## src/rtl/multicycle_control.sv

```systemverilog
// multicycle_control: multi-cycle instruction sequencer.
// Walks each instruction through FETCH/DECODE/EXEC/MEM/WB and drives the
// datapath enables for the current state. It waits on mem_ready in FETCH and
// MEM, with an optional timeout. It also keeps a sticky fault report and a
// count of retired instructions.
module multicycle_control #(
  parameter int OPCODE_W = 4,
  parameter int ALUOP_W  = 3,
  parameter int MAX_WAIT = 16,
  parameter int CNT_W    = 16
) (
  input  logic                clk,
  input  logic                rst,
  input  logic [OPCODE_W-1:0] opcode,
  input  logic                mem_ready,
  output logic                pc_write,
  output logic                ir_write,
  output logic                mem_read,
  output logic                mem_write,
  output logic                reg_dst,
  output logic                alu_src,
  output logic                mem_to_reg,
  output logic                reg_write,
  output logic                branch,
  output logic                jump,
  output logic [ALUOP_W-1:0]  alu_op,
  output logic [2:0]          state,
  output logic                retire,
  output logic [CNT_W-1:0]    instr_count,
  output logic                fault,
  output logic [1:0]          fault_code
);

  typedef enum logic [2:0] {
    S_FETCH  = 3'd0,
    S_DECODE = 3'd1,
    S_EXEC   = 3'd2,
    S_MEM    = 3'd3,
    S_WB     = 3'd4,
    S_FAULT  = 3'd7
  } state_t;

  // The counter only has to reach MAX_WAIT-1; the last waiting cycle is the
  // one where wait_q == MAX_WAIT-1.
  localparam int WAIT_W = (MAX_WAIT < 2) ? 1 : $clog2(MAX_WAIT);
  localparam logic [WAIT_W-1:0] WAIT_LAST = WAIT_W'((MAX_WAIT > 0) ? MAX_WAIT - 1 : 0);

  state_t              state_q, state_d;
  logic [OPCODE_W-1:0] op_q, op_d;
  logic [WAIT_W-1:0]   wait_q, wait_d;
  logic [CNT_W-1:0]    cnt_q, cnt_d;
  logic                fault_q, fault_d;
  logic [1:0]          fcode_q, fcode_d;
  logic                wait_expired;

  // Opcodes are compared zero-extended, so wider opcode fields only decode
  // the listed low values.
  function automatic logic op_legal(input logic [OPCODE_W-1:0] op);
    case (32'(op))
      32'h0, 32'h1, 32'h2, 32'h3, 32'h6,
      32'h7, 32'h8, 32'hA, 32'hE, 32'hF: op_legal = 1'b1;
      default:                           op_legal = 1'b0;
    endcase
  endfunction

  function automatic logic [ALUOP_W-1:0] op_alu(input logic [OPCODE_W-1:0] op);
    case (32'(op))
      32'h0:                      op_alu = ALUOP_W'(3'b000);
      32'h1:                      op_alu = ALUOP_W'(3'b001);
      32'h6, 32'hE:               op_alu = ALUOP_W'(3'b100);
      32'h7:                      op_alu = ALUOP_W'(3'b101);
      default:                    op_alu = ALUOP_W'(3'b011);
    endcase
  endfunction

  // Immediate B operand for ADDI and the address calculation of LW/SW.
  function automatic logic op_imm(input logic [OPCODE_W-1:0] op);
    op_imm = (32'(op) == 32'h3) || (32'(op) == 32'h8) || (32'(op) == 32'hA);
  endfunction

  // The destination is rd for the three-register ALU forms only.
  function automatic logic op_rd(input logic [OPCODE_W-1:0] op);
    case (32'(op))
      32'h0, 32'h1, 32'h2, 32'h6, 32'h7: op_rd = 1'b1;
      default:                           op_rd = 1'b0;
    endcase
  endfunction

  assign wait_expired = (MAX_WAIT > 0) && (wait_q == WAIT_LAST);

  // State and bookkeeping registers; reset may land mid-instruction.
  always_ff @(posedge clk or posedge rst) begin
    if (rst) begin
      state_q <= S_FETCH;
      op_q    <= '0;
      wait_q  <= '0;
      cnt_q   <= '0;
      fault_q <= 1'b0;
      fcode_q <= 2'b00;
    end else begin
      state_q <= state_d;
      op_q    <= op_d;
      wait_q  <= wait_d;
      cnt_q   <= cnt_d;
      fault_q <= fault_d;
      fcode_q <= fcode_d;
    end
  end

  // Next-state logic and per-state datapath enables.
  always_comb begin
    state_d    = state_q;
    op_d       = op_q;
    wait_d     = '0;        // cleared on every transition into FETCH/MEM
    cnt_d      = cnt_q;
    fault_d    = fault_q;
    fcode_d    = fcode_q;
    pc_write   = 1'b0;
    ir_write   = 1'b0;
    mem_read   = 1'b0;
    mem_write  = 1'b0;
    reg_dst    = 1'b0;
    alu_src    = 1'b0;
    mem_to_reg = 1'b0;
    reg_write  = 1'b0;
    branch     = 1'b0;
    jump       = 1'b0;
    alu_op     = '0;
    retire     = 1'b0;

    case (state_q)
      S_FETCH: begin
        mem_read = 1'b1;
        if (mem_ready) begin
          ir_write = 1'b1;
          pc_write = 1'b1;
          state_d  = S_DECODE;
        end else if (wait_expired) begin
          state_d = S_FAULT;
          fault_d = 1'b1;
          fcode_d = 2'b10;
        end else begin
          wait_d = wait_q + WAIT_W'(1);
        end
      end
      S_DECODE: begin
        // The instruction register is only valid from here on, so this
        // state decodes the live opcode and latches it for later states.
        op_d = opcode;
        if (!op_legal(opcode)) begin
          state_d = S_FAULT;
          fault_d = 1'b1;
          fcode_d = 2'b01;
        end else if (32'(opcode) == 32'hF) begin
          pc_write = 1'b1;
          jump     = 1'b1;
          retire   = 1'b1;
          state_d  = S_FETCH;
        end else begin
          state_d = S_EXEC;
        end
      end
      S_EXEC: begin
        alu_op  = op_alu(op_q);
        alu_src = op_imm(op_q);
        reg_dst = op_rd(op_q);
        if (32'(op_q) == 32'hE) begin
          // The datapath ANDs pc_write with its not-zero flag.
          branch   = 1'b1;
          pc_write = 1'b1;
          retire   = 1'b1;
          state_d  = S_FETCH;
        end else if ((32'(op_q) == 32'h8) || (32'(op_q) == 32'hA)) begin
          state_d = S_MEM;
        end else begin
          state_d = S_WB;
        end
      end
      S_MEM: begin
        alu_op    = op_alu(op_q);
        alu_src   = op_imm(op_q);
        mem_read  = (32'(op_q) == 32'h8);
        mem_write = (32'(op_q) == 32'hA);
        if (mem_ready) begin
          if (32'(op_q) == 32'h8) begin
            state_d = S_WB;
          end else begin
            retire  = 1'b1;
            state_d = S_FETCH;
          end
        end else if (wait_expired) begin
          state_d = S_FAULT;
          fault_d = 1'b1;
          fcode_d = 2'b11;
        end else begin
          wait_d = wait_q + WAIT_W'(1);
        end
      end
      S_WB: begin
        alu_op     = op_alu(op_q);
        alu_src    = op_imm(op_q);
        reg_dst    = op_rd(op_q);
        reg_write  = 1'b1;
        mem_to_reg = (32'(op_q) == 32'h8);
        retire     = 1'b1;
        state_d    = S_FETCH;
      end
      S_FAULT: begin
        state_d = S_FAULT;
      end
      default: begin
        state_d = S_FETCH;
      end
    endcase

    if (retire) begin
      cnt_d = cnt_q + CNT_W'(1);
    end

    // Hold every enable low for as long as reset is asserted.
    if (rst) begin
      pc_write   = 1'b0;
      ir_write   = 1'b0;
      mem_read   = 1'b0;
      mem_write  = 1'b0;
      reg_dst    = 1'b0;
      alu_src    = 1'b0;
      mem_to_reg = 1'b0;
      reg_write  = 1'b0;
      branch     = 1'b0;
      jump       = 1'b0;
      alu_op     = '0;
      retire     = 1'b0;
    end
  end

  assign state       = state_q;
  assign instr_count = cnt_q;
  assign fault       = fault_q;
  assign fault_code  = fcode_q;

endmodule

```

## config.mk

```make
export PLATFORM = sky130hd
export DESIGN_NAME = multicycle_control
export DESIGN_NICKNAME = d
export VERILOG_FILES = /design/src/rtl/multicycle_control.sv
export SDC_FILE = /design/constraint.sdc
export NUM_CORES = 1
export LEC_CHECK = 0
export BUFFER_PORTS_ARGS = -buffer_cell sky130_fd_sc_hd__buf_2
export CORE_ASPECT_RATIO = 2
export CORE_UTILIZATION = 30
export CTS_BUF_LIST = sky130_fd_sc_hd__clkbuf_4 sky130_fd_sc_hd__clkbuf_8
export DETAILED_ROUTE_END_ITERATION = 8
export PLACE_DENSITY = 0.62
export SLEW_MARGIN = 15
export SYNTH_ARGS = -nofsm -noshare
export SYNTH_HDL_FRONTEND = slang
export SYNTH_SLANG_ARGS = --single-unit
```

## constraint.sdc

```tcl
create_clock -name clk -period 1.57 [get_ports clk]
set_input_delay 0.157 -clock clk [delete_from_list [all_inputs] [get_ports clk]]
set_output_delay 0.157 -clock clk [all_outputs]
set_load 0.005 [all_outputs]
```

==> impl_metrics.toml, run 1 <==
[status]
outcome = "complete, but fails checks"
failed_checks = "negative setup slack"

[route]
met3_length_um = 179
vias_per_cell = 5.45
num_vias = 1786
wl_met2_um = 3050
drc = 0
wirelength_um = 5370
m1WireLength_um = 1960
antenna_left = 0
top_layer = "met4"
drt-initial-drc-count = 51
wire_per_inst_um = 16.4
dr.pass1.iters = 6

[yosys]
synth_top_area_cell = "dfrtp_1"
syn_inst = 182
synth-edff-count = 0
syn_area_per_cell_um2 = 9.83
netlist.area_leader.share_pct = 42.0
yosysSeqAreaShare_pct = 42.0
yosysUniqueCellTypes = 46
yosysWarnings = 0
synth_flop_cell = "dfrtp_1"
syn-cell-area_um2 = 1790
syn_nets = 191
ys_seq_elements = 30
ys_async_sr_fraction_pct = 100
ys_top_cells_by_area = "dfrtp_1 (42%), xnor2_1 (7.8%), o2111ai_1 (3.9%)"

[timing]
fin_ws_ns = -0.226
worst_hold_slack_ns = 0.0784
min_period_ns = 1.80
max_slew_margin_pct = 74.0
slew_viol_final = 0
worst_slew_pin_slew_ns = 0.380
hold_violations = 0
period_share_pct = 114
setup_violations = 27
rsz0062_at_grt = "true"
fin_setup_tns_ns = -3.92
clock.fmax_mhz = 557
clock_skew_ns = 0.00497

[setup_path]
start_kind = "flip-flop"
required_ns = 1.41
arrival_ns = 1.64
path_max_fanout = 2
crit_type = "flip-flop to primary output"
endpoint_kind = "primary output"

[global_routing]
grt_pass1_vias = 1777
grt_pass1_wl_um = 8690
antenna_found_initial = 0
grt_overflow = 0
grtUsageTotal_pct = 17.8
grt_max_degree = 23

[placed_design]
place.gp.congestion = 0.847
place_hpwl_um = 3820
place_area_um2 = 2240
io_buffers = 42

[floorplan]
ios = 43
die_h_um = 111
coreArea_um2 = 5710
initial_core_util_pct = 31.3
rows = 39
dieArea_um2 = 6300
die_w_um = 56.6

[layout]
area_growth_pct = 51.0
layout_commonest_cell = "buf_2"
fin_util_pct = 47.3
diodes = 0
fin_nets = 276
layout-drive-gt1-share_pct = 49.8
fin_area_um2 = 2700
mostFrequentLayoutCells = "buf_2 (42), buf_4 (29), dfrtp_1 (26)"

[power_and_ir_drop]
power_density_nw_per_um2 = 1680
leakagePower_nw = 1.23
total_power_mw = 4.55
irDropWorstVdd_mv = 0.962

[clock_tree]
cts_tree = "yes"
cts_sinks = 30
clkTransAtPathRegs_ns = 0.06
htree_levels = 2
cts_root_buf = "clkbuf_8"
clkLatencyLatePin_ns = 0.28
cts_buffer_depth = 2
numCtsBuffers = 5

[job]
max_cap_violations = 0

[min_path]
holdCritPathClass = "input port to async pin"
## stage by stage
step	std cells	setup WS [ns]
3_3_place_gp	302	-0.105
4_1_cts	318	-0.268
3_5_place_dp	302	-0.111
6_report	328	-0.226
2_1_floorplan	182	-0.0579
5_1_grt	328	-0.317
## cells in the mapped netlist (2+ instances only)
library cell and count:
a21oi_1 10, a31oi_1 2, and3_1 5, buf_2 5, clkbuf_1 3, dfrtp_1 30
ha_1 2, inv_1 10, mux2_2 6, nand2_1 5, nand2b_1 3, nand3_1 3
nand4_1 4, nand4b_1 3, nor2_1 13, nor2b_1 3, nor3_1 10, nor3b_1 2
nor4_1 2, o2111ai_1 8, o211ai_1 3, o21ai_0 10, or3_1 2, xnor2_1 16
## cell families (layout without fill, tap and decap cells)
family	after synthesis	after routing	synth area share [%]
and+or+nand+nor	63	63	21.2
AOI/OAI and AO/OA	44	44	17.9
DFF	30	30	42.0
buffers and inverters	19	104	4.76
xor gates and xnor gates	16	16	7.83
muxes	8	8	4.96
adders and majority gates	2	2	1.40
## routing by layer
layer / GRT usage (%) / vias up
met5: 0 / -
met3: 2.57 / 14
li1: - / 843
met2: 31.3 / 48
met4: 10.6 / 0
met1: 19.3 / 881
## sequential cells by signal (all words and copies together) (netlist names)
signal and count:
wait_q 4, fault 1, instr_count 16, state 3
fault_code 2, op_q 4
## critical path: stages, from the launching register on
cell and delay, ns:
dfrtp_1 0.42, buf_6 0.13, nand4b_4 0.18, o32ai_4 0.34
nor2_4 0.08, nor2_2 0.10, buf_2 0.11
## worst paths after layout
path	startpoint	to	slack (ns)	cells after the start
setup / recovery	op_q[0]	retire	-0.23	6
hold / removal	rst	fault	0.08	3
hold reg to reg	instr_count[15]	instr_count[15]	0.48	1
min in group clk	opcode[0]	op_q[0]	0.15	2
setup reg to reg	op_q[0]	instr_count[4]	-0.19	6
max in group asynchronous	rst	state[2]	0.97	3
## timing repair
action | CTS | global route
hold endpoints to repair | 1 | 0
gates resized for setup | 36 | 20
pin swaps | 13 | 14
setup buffers | 9 | 12
gates cloned | 0 | 0
hold buffers | 1 | 0
setup endpoints to repair | 31 | 35
## report_power, final
group          leakage, nW  internal [mW]  switching, mW
sequential           0.386          0.973          0.269
combinational        0.782           1.38           1.15
clock               0.0573          0.507          0.277
total                 1.23           2.86           1.69
## final cells by class
type,count,area (um2)
inverters,10,46.3
fillers,535,3010
clock inverters,1,30.0
multi-input cells,133,1100
clock buffers,6,82.6
flip-flops and latches,30,756
well taps,61,76.3
repair buffers,87,616
(Power assumes the default switching activity.)
==> run 2: changes to the inputs <==
Settings changed: CELL_PAD_IN_SITES_DETAIL_PLACEMENT set to 1, CELL_PAD_IN_SITES_GLOBAL_PLACEMENT set to 1, PLACE_DENSITY 0.62 to 0.74.
==> run 2 against run 1 <==
Compared with the run above:
- the flow still finishes with violations (negative setup slack)
- sequential cell count is the same
- die area is the same
- clock power shrank 13%
- sequential power grew 3%
- final cell count grew 2.4%
- worst hold slack gained 0.021 ns
- first-iteration DRC count grew 25%
- core utilization grew 5.1 points
- final area grew 11%
- setup slack lost 0.086 ns
- largest cell class unchanged
==> impl_metrics.toml, run 2 (same netlist as run 1, synthesis figures left out) <==
[power_and_ir_drop]
switchingPower_mw = 2.10
pwr-share-clk_pct = 13.8
internal-power_mw = 2.86
combPwrFrac_pct = 60.3
p_sw_share_pct = 42.4
irDropWorstVdd_mv = 0.973
power_frac_seq_pct = 25.9
leakagePower_nw = 1.28
power_density_nw_per_um2 = 1660

[floorplan]
die_h_um = 111
initial_core_util_pct = 31.3
coreArea_um2 = 5710
ios = 43
dieArea_um2 = 6300
rows = 39
die_w_um = 56.6

[timing]
fin_ws_ns = -0.312
worst_slew_pin_slew_ns = 0.653
period_share_pct = 120
hold_violations = 0
slew_viol_final = 0
rsz0062_at_grt = "true"
worst_hold_slack_ns = 0.0996
clock.fmax_mhz = 531
max_slew_margin_pct = 56.4
clock_skew_ns = 0.0176
setup_violations = 34
min_period_ns = 1.88

[layout]
multi_input_area_um2 = 1290
fin_area_um2 = 3000
fillerInstances = 630
diodes = 0
register_area_um2 = 757
mostFrequentLayoutCells = "buf_2 (41), buf_4 (29), dfrtp_1 (25)"
fin_nets = 283
layout-drive-gt1-share_pct = 58.2
largest_reg_flops = 16
layout_commonest_cell = "buf_2"
area_growth_pct = 67.4
layout.cells.non_filler = 336

[status]
failed_checks = "negative setup slack"
outcome = "complete, but fails checks"

[setup_path]
endpoint_kind = "primary output"
arrival_ns = 1.72
crit_type = "flip-flop to primary output"
cp_num_buf_inv = 2
path_max_fanout = 3
worstPathCellList = "nor4b_4 > buf_4 > and3_1 > nor2_1 > nor3_2 > buf_2"
required_ns = 1.41
cpLargestDelayFamily = "simple AND/OR/NAND/NOR gates"
start_kind = "flip-flop"
cpPeakStageDelay_ns = 0.46
cp_slowest_cell = "dfrtp_2"

[global_routing]
grt_max_degree = 24
antenna_found_initial = 0
grtUsageTotal_pct = 19.5
grt_pass1_vias = 1956
grt_pass1_wl_um = 9490
grt_overflow = 0

[route]
antenna_left = 0
drc = 0
drt-initial-drc-count = 64
wire_per_inst_um = 20.8
vias_per_cell = 5.54
wirelength_um = 7000
num_vias = 1860
dr.pass1.iters = 4

[placed_design]
place.gp.congestion = 0.763
place_inst = 302
io_buffers = 42
place_hpwl_um = 3950
place_area_um2 = 2240

[clock_tree]
htree_levels = 2
numCtsBuffers = 5
clkLatencyLatePin_ns = 0.30
cts_tree = "yes"
clkTransAtPathRegs_ns = 0.08
cts_sinks = 30
cts_buffer_depth = 2
cts_root_buf = "clkbuf_8"

[min_path]
holdCritPathClass = "input port to async pin"

[job]
max_cap_violations = 0
## run 2: cell types whose count changed in the layout (fill, tap and decap cells not counted), sizes merged
| cell | previous run | this run |
|---|---|---|
| buf | 86 | 92 |
| bufinv | 1 | 0 |
| clkbuf | 6 | 7 |
| clkinv | 0 | 1 |
| clkinvlp | 1 | 2 |
## run 2: worst register-to-register path, stage by stage, from the launching register on
cell and delay (ns):
dfrtp_2 0.43, buf_6 0.12, nand4b_4 0.12, o32ai_4 0.39, buf_6 0.17, buf_12 0.14
o2111ai_4 0.13, xnor2_1 0.19
## run 2: final timing paths
check	start	to	slack, ns	cells after the start
hold reg to reg	instr_count[10]	instr_count[10]	0.49	1
hold / removal	rst	op_q[1]	0.1	3
setup reg to reg	op_q[1]	instr_count[14]	-0.25	7
max in group asynchronous	rst	wait_q[1]	0.65	4
min in group clk	opcode[3]	op_q[3]	0.14	2
setup / recovery	op_q[1]	mem_read	-0.31	6
## run 2: layout make-up
cell class / count / share of cell area, %
Clock inverter: 2 / 0.418
Tap cell: 61 / 2.55
Inverter: 10 / 1.38
Sequential cell: 30 / 25.3
Clock buffer: 6 / 2.76
Multi-Input combinational cell: 133 / 43.2
Timing Repair Buffer: 94 / 24.4
## run 2: what timing repair did
| action | 4_1_cts | 5_1_grt |
|---|---|---|
| cloned | 0 | 2 |
| buffers inserted | 12 | 14 |
| pin swaps | 15 | 36 |
| hold endpoints to repair | 7 | 0 |
| hold buffers | 1 | 0 |
| resized for setup | 43 | 56 |
| endpoints found under the setup margin | 28 | 36 |
## run 2: per-stage QoR
stage	power [mW]	utilization [%]	setup TNS (ns)	setup slack, ns
after floorplan	2.19	-	-0.428	-0.0579
after global placement	2.93	39.3	-0.593	-0.0852
after detailed placement	3.00	39.3	-1.01	-0.109
after CTS	4.22	45.4	-3.69	-0.274
after global routing	5.23	52.5	-7.76	-0.411
final	4.96	52.5	-5.67	-0.312
## run 2: power by group through the flow
stage	sequential (mW)	clock [mW]	combinational, mW
final	1.28	0.685	2.99
after global routing	1.31	0.742	3.18
after CTS	1.23	0.697	2.30
after detailed placement	1.22	0	1.78
after global placement	1.20	0	1.73
after floorplan	1.18	0	1.01
## run 2: routing by layer
| metal | part of all wire [%] | global-route usage (%) |
|---|---|---|
| met5 | 0 | 0 |
| met4 | 2.7 | 8.78 |
| met3 | 3.5 | 4.08 |
| met2 | 57 | 36.0 |
| met1 | 36 | 20.2 |
